==> src/rtl/ram_arb_pkg.sv <==
// ram_arb_pkg: shared types and constants for the stack-RAM arbiter.
//   arb_state_t       : arbiter FSM encoding (idle / read in flight)
//   PORT_CPU/PORT_HOST: requester indices (port 0 = stack CPU, port 1 = host loader)
//   MAX_READ_LATENCY  : upper bound on READ_LATENCY, sizes the latency counter
package ram_arb_pkg;

  typedef enum logic [0:0] {
    ARB_IDLE    = 1'b0,
    ARB_RD_WAIT = 1'b1
  } arb_state_t;

  localparam int PORT_CPU         = 0;
  localparam int PORT_HOST        = 1;
  localparam int MAX_READ_LATENCY = 4;

endpackage

==> src/rtl/ram_arbiter_if.sv <==
// ram_arbiter_if: bundle of both requester ports plus the RAM-side bus.
//   p0_* / p1_* : req, we, addr, wdata, (lock), ready, rvalid, rdata
//   ram_*       : address, wren, data to RAM; q from RAM
// Modports:
//   slave  : the arbiter (receives commands, drives the RAM)
//   master : the requester/RAM environment side
// Optional macro RAM_ARB_LOCK_EN adds p0_lock / p1_lock.
interface ram_arbiter_if #(
  parameter int AW = 16,
  parameter int DW = 16
);
  logic          p0_req, p0_we, p0_ready, p0_rvalid;
  logic [AW-1:0] p0_addr;
  logic [DW-1:0] p0_wdata, p0_rdata;
  logic          p1_req, p1_we, p1_ready, p1_rvalid;
  logic [AW-1:0] p1_addr;
  logic [DW-1:0] p1_wdata, p1_rdata;
  logic [AW-1:0] ram_address;
  logic          ram_wren;
  logic [DW-1:0] ram_data, ram_q;
`ifdef RAM_ARB_LOCK_EN
  logic          p0_lock, p1_lock;

  modport slave (
    input  p0_req, p0_we, p0_addr, p0_wdata, p0_lock,
    output p0_ready, p0_rvalid, p0_rdata,
    input  p1_req, p1_we, p1_addr, p1_wdata, p1_lock,
    output p1_ready, p1_rvalid, p1_rdata,
    output ram_address, ram_wren, ram_data,
    input  ram_q
  );
  modport master (
    output p0_req, p0_we, p0_addr, p0_wdata, p0_lock,
    input  p0_ready, p0_rvalid, p0_rdata,
    output p1_req, p1_we, p1_addr, p1_wdata, p1_lock,
    input  p1_ready, p1_rvalid, p1_rdata,
    input  ram_address, ram_wren, ram_data,
    output ram_q
  );
`else
  modport slave (
    input  p0_req, p0_we, p0_addr, p0_wdata,
    output p0_ready, p0_rvalid, p0_rdata,
    input  p1_req, p1_we, p1_addr, p1_wdata,
    output p1_ready, p1_rvalid, p1_rdata,
    output ram_address, ram_wren, ram_data,
    input  ram_q
  );
  modport master (
    output p0_req, p0_we, p0_addr, p0_wdata,
    input  p0_ready, p0_rvalid, p0_rdata,
    output p1_req, p1_we, p1_addr, p1_wdata,
    input  p1_ready, p1_rvalid, p1_rdata,
    input  ram_address, ram_wren, ram_data,
    output ram_q
  );
`endif
endinterface

==> src/rtl/ram_arbiter_rr_pick2.sv <==
// rr_pick2: two-request round-robin picker, purely combinational.
//   req[1:0]   : active requests
//   prefer     : port favoured on a tie (0 = port 0, 1 = port 1)
//   enable     : gate; no grant when low
//   grant[1:0] : one-hot (or zero) grant
module rr_pick2 (
  input  logic [1:0] req,
  input  logic       prefer,
  input  logic       enable,
  output logic [1:0] grant
);
  assign grant[0] = enable & req[0] & (~req[1] | ~prefer);
  assign grant[1] = enable & req[1] & (~req[0] |  prefer);
endmodule

==> src/rtl/ram_arbiter.sv <==
// ram_arbiter: shares the single-port stack RAM between the CPU core (port 0)
// and the host/debug loader (port 1), round-robin, one read in flight.
// Ports:
//   clock, reset : system clock, synchronous active-high reset
//   bus          : ram_arbiter_if.slave (both req/ready/rvalid ports + RAM bus)
// Parameters: AW, DW, READ_LATENCY (1..MAX_READ_LATENCY edges, address to q).
// Optional macro RAM_ARB_LOCK_EN: per-port lock giving exclusive ownership
// until the owner completes a command issued with lock=0.
module ram_arbiter
  import ram_arb_pkg::*;
#(
  parameter int AW           = 16,
  parameter int DW           = 16,
  parameter int READ_LATENCY = 2
) (
  input logic         clock,
  input logic         reset,
  ram_arbiter_if.slave bus
);
  localparam int CW = $clog2(MAX_READ_LATENCY + 1);
  localparam logic [0:0] ST_IDLE    = ARB_IDLE;
  localparam logic [0:0] ST_RD_WAIT = ARB_RD_WAIT;

  logic [0:0]              state;
  logic                    ptr;    // 0: port 0 wins ties
  logic                    owner;  // port waiting for read data
  logic [CW-1:0]           cnt;
  logic [1:0]              req, req_m, we, grant, rvalid;
  logic [1:0][AW-1:0]      addr;
  logic [1:0][DW-1:0]      wdata, rdata;
  logic [AW-1:0]           ram_address_q;
  logic [DW-1:0]           ram_data_q;
  logic                    ram_wren_q;
  logic                    acc, win, rd_done;

  assign req   = {bus.p1_req,   bus.p0_req};
  assign we    = {bus.p1_we,    bus.p0_we};
  assign addr  = {bus.p1_addr,  bus.p0_addr};
  assign wdata = {bus.p1_wdata, bus.p0_wdata};

  // Last wait cycle: q is valid now and is captured at the closing edge.
  assign rd_done = (state == ST_RD_WAIT) && (cnt == CW'(1));

`ifdef RAM_ARB_LOCK_EN
  logic [1:0] lock;
  logic       locked, lock_port, rd_unlock;

  assign lock = {bus.p1_lock, bus.p0_lock};

  // A locked-out port simply looks idle to the picker.
  always_comb begin
    req_m = req;
    if (locked) req_m[~lock_port] = 1'b0;
  end

  always_ff @(posedge clock) begin
    if (reset) begin
      locked    <= 1'b0;
      lock_port <= 1'b0;
      rd_unlock <= 1'b0;
    end else begin
      if (acc) begin
        if (lock[win]) begin
          locked    <= 1'b1;
          lock_port <= win;
          rd_unlock <= 1'b0;
        end else if (we[win]) begin
          locked    <= 1'b0;  // unlocked write releases at acceptance
        end else begin
          rd_unlock <= 1'b1;  // unlocked read releases when data returns
        end
      end
      if (rd_done && rd_unlock) locked <= 1'b0;
    end
  end
`else
  assign req_m = req;
`endif

  rr_pick2 u_pick (
    .req    (req_m),
    .prefer (ptr),
    .enable (!reset && (state == ST_IDLE)),
    .grant  (grant)
  );

  assign acc = |grant;
  assign win = grant[1];

  always_ff @(posedge clock) begin
    if (reset) begin
      state         <= ST_IDLE;
      ptr           <= 1'b0;
      owner         <= 1'b0;
      cnt           <= '0;
      ram_address_q <= '0;
      ram_data_q    <= '0;
      ram_wren_q    <= 1'b0;
      rvalid        <= '0;
      rdata         <= '0;
    end else begin
      ram_wren_q <= 1'b0;
      rvalid     <= '0;
      if (acc) begin
        ram_address_q <= addr[win];
        ram_data_q    <= wdata[win];
        ram_wren_q    <= we[win];
        ptr           <= ~win;
        if (!we[win]) begin
          state <= ST_RD_WAIT;
          owner <= win;
          cnt   <= CW'(READ_LATENCY);
        end
      end
      if (rd_done) begin
        rdata[owner]  <= bus.ram_q;
        rvalid[owner] <= 1'b1;
        state         <= ST_IDLE;
      end else if (state == ST_RD_WAIT) begin
        cnt <= cnt - CW'(1);
      end
    end
  end

  assign bus.p0_ready    = grant[PORT_CPU];
  assign bus.p1_ready    = grant[PORT_HOST];
  assign bus.p0_rvalid   = rvalid[PORT_CPU];
  assign bus.p1_rvalid   = rvalid[PORT_HOST];
  assign bus.p0_rdata    = rdata[PORT_CPU];
  assign bus.p1_rdata    = rdata[PORT_HOST];
  assign bus.ram_address = ram_address_q;
  assign bus.ram_wren    = ram_wren_q;
  assign bus.ram_data    = ram_data_q;

endmodule

==> src/flat_wrapper.sv <==
// flat-port wrapper written by rule: the top's interface ports become plain ports
module ram_arbiter_flat import ram_arb_pkg::*;
#(
  parameter int AW           = 16,
  parameter int DW           = 16,
  parameter int READ_LATENCY = 2
)
  (clock, reset, bus_p0_req, bus_p0_we, bus_p0_addr, bus_p0_wdata, bus_p0_ready, bus_p0_rvalid, bus_p0_rdata, bus_p1_req, bus_p1_we, bus_p1_addr, bus_p1_wdata, bus_p1_ready, bus_p1_rvalid, bus_p1_rdata, bus_ram_address, bus_ram_wren, bus_ram_data, bus_ram_q);
  ram_arbiter_if #(.AW(AW), .DW(DW)) bus_i ();
  input logic clock;
  input logic reset;
  input wire logic [$bits(bus_i.p0_req)-1:0] bus_p0_req;
  input wire logic [$bits(bus_i.p0_we)-1:0] bus_p0_we;
  input wire logic [$bits(bus_i.p0_addr)-1:0] bus_p0_addr;
  input wire logic [$bits(bus_i.p0_wdata)-1:0] bus_p0_wdata;
  output wire logic [$bits(bus_i.p0_ready)-1:0] bus_p0_ready;
  output wire logic [$bits(bus_i.p0_rvalid)-1:0] bus_p0_rvalid;
  output wire logic [$bits(bus_i.p0_rdata)-1:0] bus_p0_rdata;
  input wire logic [$bits(bus_i.p1_req)-1:0] bus_p1_req;
  input wire logic [$bits(bus_i.p1_we)-1:0] bus_p1_we;
  input wire logic [$bits(bus_i.p1_addr)-1:0] bus_p1_addr;
  input wire logic [$bits(bus_i.p1_wdata)-1:0] bus_p1_wdata;
  output wire logic [$bits(bus_i.p1_ready)-1:0] bus_p1_ready;
  output wire logic [$bits(bus_i.p1_rvalid)-1:0] bus_p1_rvalid;
  output wire logic [$bits(bus_i.p1_rdata)-1:0] bus_p1_rdata;
  output wire logic [$bits(bus_i.ram_address)-1:0] bus_ram_address;
  output wire logic [$bits(bus_i.ram_wren)-1:0] bus_ram_wren;
  output wire logic [$bits(bus_i.ram_data)-1:0] bus_ram_data;
  input wire logic [$bits(bus_i.ram_q)-1:0] bus_ram_q;
  assign bus_i.p0_req = bus_p0_req;
  assign bus_i.p0_we = bus_p0_we;
  assign bus_i.p0_addr = bus_p0_addr;
  assign bus_i.p0_wdata = bus_p0_wdata;
  assign bus_p0_ready = bus_i.p0_ready;
  assign bus_p0_rvalid = bus_i.p0_rvalid;
  assign bus_p0_rdata = bus_i.p0_rdata;
  assign bus_i.p1_req = bus_p1_req;
  assign bus_i.p1_we = bus_p1_we;
  assign bus_i.p1_addr = bus_p1_addr;
  assign bus_i.p1_wdata = bus_p1_wdata;
  assign bus_p1_ready = bus_i.p1_ready;
  assign bus_p1_rvalid = bus_i.p1_rvalid;
  assign bus_p1_rdata = bus_i.p1_rdata;
  assign bus_ram_address = bus_i.ram_address;
  assign bus_ram_wren = bus_i.ram_wren;
  assign bus_ram_data = bus_i.ram_data;
  assign bus_i.ram_q = bus_ram_q;
  ram_arbiter #(.AW(AW), .DW(DW), .READ_LATENCY(READ_LATENCY)) u_core (.clock(clock), .reset(reset), .bus(bus_i));
endmodule
==> config.mk <==
export PLATFORM = sky130hd
export DESIGN_NAME = ram_arbiter_flat
export DESIGN_NICKNAME = d
export VERILOG_FILES = /design/src/rtl/ram_arb_pkg.sv /design/src/rtl/ram_arbiter_if.sv /design/src/rtl/ram_arbiter_rr_pick2.sv /design/src/rtl/ram_arbiter.sv /design/src/flat_wrapper.sv
export SDC_FILE = /design/constraint.sdc
export NUM_CORES = 1
export LEC_CHECK = 0
export CAP_MARGIN = 15
export CORE_MARGIN = 2
export CORE_UTILIZATION = 47
export DETAILED_ROUTE_END_ITERATION = 6
export DONT_BUFFER_PORTS = 1
export GPL_ROUTABILITY_DRIVEN = 1
export PLACE_DENSITY_LB_ADDON = 0.2
export SLEW_MARGIN = 0
export SYNTH_ARGS = -nofsm -noshare
export SYNTH_HDL_FRONTEND = slang
export SYNTH_SLANG_ARGS = --single-unit
==> constraint.sdc <==
create_clock -name clock -period 1.9 [get_ports clock]
set_input_delay 0.285 -clock clock [delete_from_list [all_inputs] [get_ports clock]]
set_output_delay 0.285 -clock clock [all_outputs]
set_load 0.02 [all_outputs]
; Yosys cells after proc, flatten, opt, wreduce, memory -nomap -nowiden
; Index checks and enable logic that the tools add are counted.
[classes]
n_addsub = 1
n_lt_le_gt_ge = 3
eq_ne = 1
n_mux = 15
bitwise_logic = 14
reduce_logical = 9
[ops]
columns = op, count
row1 = 2-to-1 mux 16 bit, 5
row2 = bitwise mux 32 bit, 1
row3 = demux 16 bit (select 1 bit), 1
row4 = 2-to-1 mux 3 bit, 4
row5 = NOT 1 bit, 8
row6 = OR reduction 2 bit, 4
row7 = AND 1 bit, 4
row8 = "< comparator 1 x 2 -> 1 bit, second input constant", 2
row9 = "equality test 3 x 1 -> 1 bit, second input constant", 1
row10 = logical AND 1 bit, 3
row11 = 2-to-1 mux 1 bit, 3
row12 = "subtractor 3 x 1 -> 3 bit, second input constant", 1
row13 = bitwise OR 1 bit, 2
row14 = AND reduction 2 bit, 1
row15 = demux 1 bit (select 1 bit), 1
row16 = "greater-or-equal comparator 1 bit, second input constant", 1
row17 = logical NOT 1 bit, 1
[word_totals]
regBits = 73
in_bits = 86
output_inout_bits = 69
word_cells = 53

; Depth between registers and ports, before layout
; Gate-level depths: netlist (run 1).
[logic_depth]
ltp_word = 10
ltp_mapped = 7
depth_no_buf = 5

; Hierarchy
; A second synthesis (run 1) with hierarchy kept.
[hier_totals]
hier_cells = 330
area_unflattened_um2 = 3072.9
[modules_own_cells]
columns = module, n_inst, cells_per_inst, area_each_um2, seq_area_each_um2
row1 = ram_arbiter, 1, 325, 3051.7, 1461.4
row2 = rr_pick2, 1, 5, 21.3, 0.0

; Least setup slack after synthesis (run 1)
; OpenSTA, ideal clock, no wires.
[synth_timing]
path_kind = register -> output
startpoint = register u_core.state
endpoint = output bus_p1_ready
arrival_time_ns = 1.395
required_time_ns = 1.615
setup_slack_ns = 0.220
stages_incl_launch_ff = 7
n_path_buf = 3
cell_sequence = dfxtp_1 -> or2_1 -> buf_2 -> or3_1 -> buf_2 -> buf_6 -> inv_1
[synth_via]
elab_chain_len = 4
[synth_lines]
columns = element, line
row1 = start: declaration, ram_arbiter.sv:24  ; logic [0:0] state;
row2 = start signal: assignment, ram_arbiter.sv:92  ; state <= ST_IDLE;
row3 = start signal: assignment, ram_arbiter.sv:110  ; state <= ST_RD_WAIT;
row4 = start signal: assignment, ram_arbiter.sv:118  ; state <= ST_IDLE;
row5 = NOT 1 bit, ram_arbiter.sv:83  ; .enable (!reset && (state == ST_IDLE)),
row6 = logical AND 1 bit, ram_arbiter.sv:83
row7 = AND 1 bit (2 in a row), ram_arbiter_rr_pick2.sv:13  ; assign grant[1] = enable & req[1] & (~req[0] | prefer);
row8 = end: declaration, flat_wrapper.sv:23  ; output wire logic [$bits(bus_i.p1_ready)-1:0] bus_p1_ready;
; No other way between the ends.

; Worst setup path after layout (run 1)
[layout_timing]
startpoint = register u_core.cnt[0]
endpoint = register u_core.rdata, in the netlist u_core.bus.p1_rdata[10]
[layout_via]
elab_chain_len = 2
[layout_lines]
columns = element, line
row1 = start: declaration, ram_arbiter.sv:27  ; logic [CW-1:0] cnt;
row2 = start signal: assignment, ram_arbiter.sv:112  ; cnt <= CW'(READ_LATENCY);
row3 = start signal: assignment, ram_arbiter.sv:120  ; cnt <= cnt - CW'(1);
row4 = equality test 3 x 1 -> 1 bit, ram_arbiter.sv:42  ; assign rd_done = (state == ST_RD_WAIT) && (cnt == CW'(1));
row5 = logical AND 1 bit, ram_arbiter.sv:42
row6 = end signal: indexed assignment, ram_arbiter.sv:116  ; rdata[owner] <= bus.ram_q;
row7 = end: declaration, ram_arbiter.sv:30  ; logic [1:0][DW-1:0] wdata, rdata;
; No other way between the ends.
; A chain may end at the register's enable or synchronous reset.

==> results of run 1 <==
## flip-flops by register name, summed over array words and instances, names as in the netlist
| register | cells |
|---|---|
| u_core.bus.ram_wren | 1 |
| u_core.bus.ram_data | 16 |
| u_core.ptr | 1 |
| u_core.cnt | 3 |
| u_core.state | 1 |
| u_core.rvalid | 2 |
| u_core.bus.ram_address | 16 |
| u_core.bus.p1_rdata | 16 |
| u_core.owner | 1 |
| u_core.bus.p0_rdata | 16 |
## per-stage QoR
step,hold WS [ns],total power [mW]
after floorplan,0.421,2.13
after global placement,0.360,2.19
after detailed placement,0.360,2.20
after CTS,0.00105,3.44
after global routing,0.00486,3.58
final,0.0121,3.42
## cells in the final DEF, fill, tap and decap left out, types with 2 or more instances in the layout
cell / netlist / layout
dfxtp_1: 73 / 73
nand2_1: 67 / 67
a21oi_1: 66 / 66
nor3_1: 65 / 65
a2111oi_2: 29 / 29
buf_4: 0 / 12
clkbuf_8: 0 / 9
dlygate4sd3_1: 0 / 6
nor2_1: 6 / 4
nand2b_1: 4 / 4
clkinvlp_4: 0 / 4
inv_1: 4 / 3
o21ai_0: 3 / 3
a2111oi_0: 3 / 3
nor2_2: 0 / 2
or3b_1: 2 / 2
or2_2: 2 / 2
o32ai_1: 2 / 2
buf_12: 0 / 2
## cells by family after synthesis
family                     after synthesis  share of synthesized area
adders and majority gates                2                    0.00758
muxes                                    1                    0.00303
buffers and inverters                   46                     0.0599
and+or+nand+nor                        157                      0.225
AOI/OAI and AO/OA                      108                      0.262
DFF                                     73                      0.443
## timing repair
| action | in CTS | in global routing |
|---|---|---|
| hold endpoints to repair | 57 | 0 |
| resized for setup | 0 | 5 |
| setup endpoints to repair | 0 | 5 |
| buffers inserted | 0 | 0 |
| hold buffers | 7 | 0 |
## worst max-delay path, cell delays in order (launching register included)
cell	delay (ns)
dfxtp_1	0.40
ha_4	0.19
and4b_1	0.20
buf_6	0.18
nand2_1	0.07
a21oi_1	0.12
dlygate4sd3_1	0.56
## synthesized netlist by cell type, drive strengths merged
cell	n	area, sq um
o21ai	3	15.0
a31oi	1	6.26
or3	2	12.5
ha	2	25.0
and4b	1	10.0
inv	4	15.0
buf	6	47.5
nor3	65	325
or4b	1	10.0
a2111oi	32	462
dfxtp	73	1460
or2	3	18.8
a41oi	1	8.76
o32ai	2	17.5
clkbuf	36	135
nand2b	4	25.0
and3	1	6.26
a31o	1	8.76
nand4bb	1	11.3
nor4bb	1	10.0
nor2b	1	6.26
or3b	2	17.5
mux2i	1	10.0
nor2	6	22.5
and2	1	6.26
nand2	67	251
a211o	1	8.76
a211oi	1	7.51
nand4b	1	8.76
a21oi	66	330
## worst paths after layout
kind / cells past startpoint / slack, ns / to
max reg2reg: 6 / 0.12 / u_core.bus.p1_rdata[10]$_SDFFE_PP0P_
min reg2reg: 2 / 0.52 / u_core.ptr$_SDFFE_PP0N_
min: 1 / 0.01 / u_core.bus.ram_address[0]$_SDFFE_PP0N_
max: 6 / 0.12 / u_core.bus.p1_rdata[10]$_SDFFE_PP0P_
## power groups by stage
stage / Combinational [mW] / Sequential, mW / Clock (mW)
CTS: 0.450 / 1.75 / 1.24
finish: 0.454 / 1.75 / 1.22
detailed placement: 0.412 / 1.79 / 0
floorplan: 0.361 / 1.77 / 0
global placement: 0.404 / 1.79 / 0
global route: 0.502 / 1.76 / 1.31
## per-layer routing
| layer | wire [um] | up-vias | part of all wire | track usage |
|---|---|---|---|---|
| li1 | - | 1383 | - | - |
| met2 | 4240 | 99 | 0.47 | 0.358 |
| met4 | 139 | 0 | 0.016 | 0.0825 |
| met3 | 675 | 16 | 0.076 | 0.0829 |
| met1 | 3870 | 1308 | 0.43 | 0.296 |
| met5 | 0 | - | 0 | 0 |
## layout make-up
cell class | instances | area share
Tap cell | 96 | 0.0325
Inverter | 4 | 0.00406
Clock buffer | 10 | 0.0345
Sequential cell | 73 | 0.396
Multi-Input combinational cell | 268 | 0.453
Clock inverter | 6 | 0.0186
Timing Repair Buffer | 22 | 0.0620
==> impl_results.md, run 1 <==
- Hold path start: reset
- Sequential share of the synthesized area: 0.443
- Worst Tran Pin Value: 0.461 ns
- Average wire per standard cell: 18.6 um
- Clk pin slew, worst setup/hold paths: 0.08 ns
- Share of layout cells above drive strength 1: 0.183
- Share of total power in combinational logic: 0.133
- CP Capture Type: flip-flop
- Worst-case vdd ir drop: 0.403 mV
- Final Cell Area: 3690 sq um
- Die height: 87.8 um
- DR pass1 iterations: 5
- CP required: 2.20 ns
- RSZ-0062 raised after global routing: no
- Max Freq: 563 MHz
- Vias per inst: 5.86
- Synth-to-Final Area Change: 11.9%
- Chip width: 87.8 um
- Worst-Skew Late Latency: 0.35 ns
- CTS tree: done
- Skew final: 0.00914 ns
- PwrDens: 927 nW/um^2
- Sequential share of power: 0.512
- Die ar.: 7710 sq um
- I/O pins: 155
- Cells after Synth: 387
- Vias in the first global route: 2690
- Worst setup slack after layout: 0.123 ns
- H-tree levels: 3
- First-pass GRT wire length: 13900 um
- Critical path class: flip-flop to flip-flop
- Cell area after placement: 3390 sq um
- Residual DRC: 0
- Row cnt: 30
- Antenna-violating nets left: 0
- Multi-input gate area: 1670 sq um
- Max Cap Viol: 0
- Worst Path Arrival: 2.07 ns
- Fin util: 0.544
- P_sw: 1.02 mW
- Routed WL: 8920 um
- Hpwl dp: 5560 um
- Syn Nets: 475
- Final hold violations: 0
- # setup viols final: 0
- IO Port Bufs: 0
- Reg area: 1460 sq um
- Max FO, Critical Path: 16
- Setup slack at placement: 0.219 ns
- Leakage: 1.15 nW
- Max transition margin: 0.691
- Final setup TNS: 0 ns
- CORE AREA: 6790 sq um
- Synth warn: 0
- Antenna violations before repair: 0
- Inserted Diodes: 0
- Critical Path Start Type: flip-flop
- Clk pwr share: 0.355
- Clock buffer count from CTS: 9
- Int Power: 2.40 mW
- FF-to-FF Start: u_core.cnt[0]$_SDFF_PP0_
- Yosys reg bits: 73
- Clock Sinks: 73
- Bufs on Longest Clock Path: 2
- Grt ovf: 0
- Largest net degree at the start of global routing: 54
- Synth cell types: 34
- Non-Filler Instances: 479
- DP Cell Count: 456
- Fin nets: 466
- Synth Cell Area: 3300 sq um
- Filler cells: 615
- Avg Cell Area, Syn: 8.53 sq um
- Worst hold path type: primary input to flip-flop
- Tmin final: 1.78 ns
- Max Slew Vio Count: 0
- Vias: 2806
- Initial core utilization: 0.486
- Status: completed
- GRT Resource Usage Total: 0.231
- Critical Path Source: u_core.cnt[0]$_SDFF_PP0_
- Root Buffer: clkbuf_8
- Final GP Congestion: 0.786
- Switching portion of total power: 0.298
- Iteration-0 DRC count of the detailed router: 164
- Period utilisation layout: 0.935
Note: power is estimated with default switching activity, not from simulation.
==> run 2: changes to the inputs <==
Settings changed: SETUP_SLACK_MARGIN set to 0.4.
==> run 2 against run 1 <==
Compared with the run above: maximum frequency rose by 3.0%; register-to-register slack improved by 0.06 ns; cell count rose by 1.7%; hold slack got worse by 0.0090 ns; power rose by 9.7%; clock skew fell by 0.0056 ns; largest cell class unchanged; highest routed layer unchanged.
==> impl_results.md, run 2 (synthesized netlist as in run 1, its figures left out) <==
- GRT Resource Usage Total: 0.237 (was 0.231)
- CP required: 1.62 ns (was 2.20 ns)
- Tmin final: 1.73 ns (was 1.78 ns)
- Worst-case vdd ir drop: 0.387 mV (was 0.403 mV)
- CP Capture Type: primary output (was flip-flop)
- Clock buffer count from CTS: 9 (unchanged)
- Commonest non-fill, non-tap cell in the layout: dfxtp_1 (unchanged)
- Clk pwr share: 0.361 (was 0.355)
- Period utilisation layout: 0.908 (was 0.935)
- Critical Path Start Type: flip-flop (unchanged)
- Final hold violations: 0 (unchanged)
- Antenna violations before repair: 0 (unchanged)
- Worst-Skew Late Latency: 0.34 ns (was 0.35 ns)
- Max transition margin: 0.686 (was 0.691)
- Fin util: 0.646 (was 0.544)
- Switching portion of total power: 0.293 (was 0.298)
- P_sw: 1.10 mW (was 1.02 mW)
- Hpwl dp: 5510 um (was 5560 um)
- CP top delay family: simple AND/OR/NAND/NOR gates (was buffers and inverters)
- Max FO, Critical Path: 3 (was 16)
- RSZ-0062 raised after global routing: yes (was no)
- Average wire per standard cell: 19.9 um (was 18.6 um)
- CTS tree: done (unchanged)
- Final setup TNS: 0 ns (unchanged)
- Synth-to-Final Area Change: 32.9% (was 11.9%)
- Critical path class: flip-flop to primary output (was flip-flop to flip-flop)
- Worst hold path type: primary input to flip-flop (unchanged)
- Cell area after placement: 3390 sq um (about the same)
- Initial core utilization: 0.486 (unchanged)
- Vias per inst: 6.19 (was 5.86)
- Max incr delay on CP: 0.35 ns (was 0.56 ns)
- Routed WL: 9710 um (was 8920 um)
- Clock Sinks: 73 (unchanged)
- Leakage: 1.31 nW (was 1.15 nW)
- Root Buffer: clkbuf_8 (unchanged)
- Final GP Congestion: 0.833 (was 0.786)
- Inserted Diodes: 0 (unchanged)
- # setup viols final: 0 (unchanged)
- IO Port Bufs: 0 (unchanged)
- Most frequent cells in the layout: dfxtp_1, nand2_1, nor3_1, a21oi_1, a2111oi_4 (was dfxtp_1, nand2_1, a21oi_1, nor3_1, a2111oi_2)
- Vias in the first global route: 2752 (was 2690)
- Die height: 87.8 um (unchanged)
- Bufs on Longest Clock Path: 2 (unchanged)
- Share of layout cells above drive strength 1: 0.302 (was 0.183)
- Die ar.: 7710 sq um (unchanged)
- Slowest-stage cell, CP: or3_4 (was dlygate4sd3_1)
- Fin nets: 474 (was 466)
- Chip width: 87.8 um (unchanged)
- Worst Path Arrival: 1.44 ns (was 2.07 ns)
- Share of total power in combinational logic: 0.172 (was 0.133)
- H-tree levels: 3 (unchanged)
- Max Cap Viol: 0 (unchanged)
- Max Freq: 579 MHz (was 563 MHz)
- I/O pins: 155 (unchanged)
- Max Slew Vio Count: 0 (unchanged)
- Clk pin slew, worst setup/hold paths: 0.08 ns (about the same)
- Grt ovf: 0 (unchanged)
- CORE AREA: 6790 sq um (unchanged)
- PwrDens: 856 nW/um^2 (was 927 nW/um^2)
- Sequential share of power: 0.467 (was 0.512)
- Int Power: 2.65 mW (was 2.40 mW)
- Worst-path cell chain: or2_1 -> or3_4 -> buf_12 -> clkinv_8 (was ha_4 -> and4b_1 -> buf_6 -> nand2_1 -> a21oi_1 -> dlygate4sd3_1)
- Residual DRC: 0 (unchanged)
- Final Cell Area: 4390 sq um (was 3690 sq um)
- Status: completed (unchanged)
- Iteration-0 DRC count of the detailed router: 180 (was 164)
- DR pass1 iterations: 4 (was 5)
- Antenna-violating nets left: 0 (unchanged)
- Worst Tran Pin Value: 0.467 ns (was 0.461 ns)
- First-pass GRT wire length: 14400 um (was 13900 um)
- Largest net degree at the start of global routing: 78 (was 54)
- Fin Hold WS: 0.00304 ns (was 0.0121 ns)
- CP Buf/Inv Count: 2 (unchanged)
- Row cnt: 30 (unchanged)
- Skew final: 0.00353 ns (was 0.00914 ns)
- Vias: 3014 (was 2806)
run 2: power by group through the flow:
stage | sequential, mW | combinational, mW | clock (mW)
after CTS | 1.75 | 0.555 | 1.38
after global routing | 1.76 | 0.691 | 1.44
after detailed placement | 1.79 | 0.413 | 0
final | 1.75 | 0.648 | 1.36
after global placement | 1.79 | 0.404 | 0
after floorplan | 1.77 | 0.375 | 0
run 2: final cells by class:
cell class,count,area (sq um)
Sequential cell,73,1460
Clock inverter,6,91.3
Fill cell,553,2410
Multi-Input combinational cell,268,2200
Timing Repair Buffer,30,360
Clock buffer,10,128
Inverter,4,27.5
Tap cell,96,120
run 2: worst paths after layout:
path	end	startpoint	cells after the start	slack [ns]
max	bus_p1_ready	u_core.state$_SDFFE_PP0P_	4	0.17
min	u_core.bus.ram_address[0]$_SDFFE_PP0N_	reset	1	0.003
max reg2reg	u_core.bus.ram_data[1]$_SDFFE_PP0N_	u_core.state$_SDFFE_PP0P_	6	0.18
min reg2reg	u_core.ptr$_SDFFE_PP0N_	u_core.ptr$_SDFFE_PP0N_	2	0.53
run 2: through the flow:
step,power [mW],instances,worst slack (ns)
detailed placement,2.20,455,0.194
CTS,3.68,485,0.147
finish,3.76,487,0.174
global placement,2.19,455,0.266
floorplan,2.14,387,0.282
global route,3.90,487,0.111
run 2: repair_timing:
action,4_1_cts,5_1_grt
cloned,3,1
gates resized for setup,50,50
hold endpoints to repair,52,33
pin swaps,5,15
setup endpoints to repair,44,56
buffers inserted,11,1
run 2: routing by layer:
layer | GRT usage | wire (um) | vias up
li1 | - | - | 1407
met3 | 0.0697 | 707 | 26
met4 | 0.105 | 228 | 0
met1 | 0.311 | 4120 | 1439
met2 | 0.364 | 4660 | 142
met5 | 0 | 0 | -
==> run 3: changes to the inputs <==
Settings changed: CORE_MARGIN 2 to 3.
==> run 3 against run 2 <==
Compared with the run above: power shrank 9.7%; clock-buffer cell count rose by 1; via count down 4.7%; core utilization is 3.9 points lower; register-to-register slack better by 0.02 ns; setup slack gained 0.014 ns; combinational power shrank 15%; critical path depth is the same; clock power decreased by 21%; critical endpoint unchanged.
==> impl_results.md, run 3 (synthesized netlist as in run 1, its figures left out) <==
- Switching portion of total power: 0.302 (was 0.293)
- Sequential share of power: 0.517 (was 0.467)
- Max FO, Critical Path: 2 (was 3)
- Vias in the first global route: 2813 (was 2752)
- Int Power: 2.37 mW (was 2.65 mW)
- # setup viols final: 0 (unchanged)
- Worst hold path type: primary input to flip-flop (unchanged)
- Critical Path Start Type: flip-flop (unchanged)
- Inserted Diodes: 0 (unchanged)
- Clk pwr share: 0.320 (was 0.361)
- Final setup TNS: 0 ns (unchanged)
- Initial core utilization: 0.503 (was 0.486)
- Max Slew Vio Count: 0 (unchanged)
- CORE AREA: 6570 sq um (was 6790 sq um)
- Hpwl dp: 5820 um (was 5510 um)
- Die height: 89.8 um (was 87.8 um)
- Max Freq: 584 MHz (was 579 MHz)
- Period utilisation layout: 0.901 (was 0.908)
- Routed WL: 9450 um (was 9710 um)
- CTS tree: done (unchanged)
- Share of layout cells above drive strength 1: 0.225 (was 0.302)
- P_sw: 1.02 mW (was 1.10 mW)
- Clock Sinks: 73 (unchanged)
- Skew final: 0.0157 ns (was 0.00353 ns)
- Fin nets: 465 (was 474)
- Slowest-stage cell, CP: or3_4 (unchanged)
- GRT Resource Usage Total: 0.224 (was 0.237)
- PwrDens: 850 nW/um^2 (was 856 nW/um^2)
- Clk pin slew, worst setup/hold paths: 0.08 ns (about the same)
- DR pass1 iterations: 4 (unchanged)
- IO Port Bufs: 0 (unchanged)
- Max incr delay on CP: 0.35 ns (about the same)
- Commonest non-fill, non-tap cell in the layout: dfxtp_1 (unchanged)
- Bufs on Longest Clock Path: 2 (unchanged)
- Iteration-0 DRC count of the detailed router: 200 (was 180)
- Antenna violations before repair: 0 (unchanged)
- H-tree levels: 3 (unchanged)
- Worst-Skew Late Latency: 0.34 ns (about the same)
- Clock buffer count from CTS: 9 (unchanged)
- Residual DRC: 0 (unchanged)
- First-pass GRT wire length: 14800 um (was 14400 um)
- Critical path class: flip-flop to primary output (unchanged)
- CP required: 1.62 ns (about the same)
- Tmin final: 1.71 ns (was 1.73 ns)
- Final GP Congestion: 0.782 (was 0.833)
- Worst-path cell chain: or2_1 -> or3_4 -> buf_12 -> inv_6 (was or2_1 -> or3_4 -> buf_12 -> clkinv_8)
- Die ar.: 8060 sq um (was 7710 sq um)
- Synth-to-Final Area Change: 20.8% (was 32.9%)
- Status: completed (unchanged)
- Row cnt: 29 (was 30)
- Vias: 2871 (was 3014)
- Most frequent cells in the layout: dfxtp_1, nand2_1, a21oi_1, nor3_1, a2111oi_4 (was dfxtp_1, nand2_1, nor3_1, a21oi_1, a2111oi_4)
- Worst Path Arrival: 1.43 ns (was 1.44 ns)
- Vias per inst: 6.04 (was 6.19)
- Grt ovf: 0 (unchanged)
- RSZ-0062 raised after global routing: yes (unchanged)
- I/O pins: 155 (unchanged)
- Average wire per standard cell: 19.9 um (about the same)
- Max Cap Viol: 0 (unchanged)
- Root Buffer: clkbuf_8 (unchanged)
- Antenna-violating nets left: 0 (unchanged)
- CP Capture Type: primary output (unchanged)
- Final hold violations: 0 (unchanged)
- Final Cell Area: 3990 sq um (was 4390 sq um)
- Largest net degree at the start of global routing: 78 (unchanged)
- Max transition margin: 0.725 (was 0.686)
- Worst-case vdd ir drop: 0.404 mV (was 0.387 mV)
- Chip width: 89.8 um (was 87.8 um)
- Leakage: 1.19 nW (was 1.31 nW)
- Worst Tran Pin Value: 0.409 ns (was 0.467 ns)
- Cell area after placement: 3380 sq um (was 3390 sq um)
- Filler cells: 574 (was 553)
- Share of total power in combinational logic: 0.163 (was 0.172)
## run 3: power by group through the flow
stage                     Clock [mW]  Combinational (mW)  Sequential [mW]
final                           1.08               0.552             1.75
after global routing            1.18               0.594             1.77
after CTS                       1.10               0.522             1.75
after detailed placement           0               0.414             1.79
after global placement             0               0.403             1.79
after floorplan                    0               0.375             1.77
## run 3: final timing paths
kind	start	to	slack, ns	depth (start not counted)
max	u_core.state$_SDFFE_PP0P_	bus_p1_ready	0.19	4
min	reset	u_core.bus.ram_data[1]$_SDFFE_PP0N_	0.006	1
max reg2reg	u_core.state$_SDFFE_PP0P_	u_core.bus.ram_address[7]$_SDFFE_PP0N_	0.20	5
min reg2reg	u_core.ptr$_SDFFE_PP0N_	u_core.ptr$_SDFFE_PP0N_	0.51	2
## run 3: routing by layer
| layer | track usage | wire length (um) | vias up |
|---|---|---|---|
| li1 | - | - | 1377 |
| met1 | 0.275 | 4070 | 1387 |
| met2 | 0.363 | 4590 | 97 |
| met3 | 0.0876 | 659 | 10 |
| met4 | 0.0651 | 121 | 0 |
| met5 | 0 | 0 | - |
## run 3: critical path, delay by kind of cell, from the launching register on
| kind | cells | cell delay, ns |
|---|---|---|
| DFF | 1 | 0.32 |
| buffers and inverters | 2 | 0.20 |
| and+or+nand+nor | 2 | 0.58 |
## run 3: per-stage QoR
step           hold WS [ns]   util  total power [mW]  std cells  setup WS, ns
6_report            0.00627  0.607              3.39        475         0.188
4_1_cts             -0.0109  0.593              3.38        474         0.165
5_1_grt             -0.0296  0.607              3.54        475         0.137
3_3_place_gp          0.361  0.515              2.19        450         0.267
3_5_place_dp          0.360  0.515              2.20        450         0.219
2_1_floorplan         0.421      -              2.14        387         0.282
## run 3: final cells by class
| cell class | instances | area (sq um) | share of cell area |
|---|---|---|---|
| Inverter | 4 | 20.0 | 0.00502 |
| Clock buffer | 11 | 141 | 0.0355 |
| Sequential cell | 73 | 1460 | 0.367 |
| Tap cell | 93 | 116 | 0.0292 |
| Clock inverter | 5 | 31.3 | 0.00784 |
| Multi-Input combinational cell | 268 | 1970 | 0.494 |
| Timing Repair Buffer | 21 | 245 | 0.0615 |
## run 3: repair_timing
item / 4_1_cts / 5_1_grt
endpoints found under the hold margin: 21 / 40
endpoints found under the setup margin: 38 / 59
buffers inserted: 6 / 0
pin swaps: 4 / 1
gates cloned: 2 / 1
resized for setup: 31 / 20
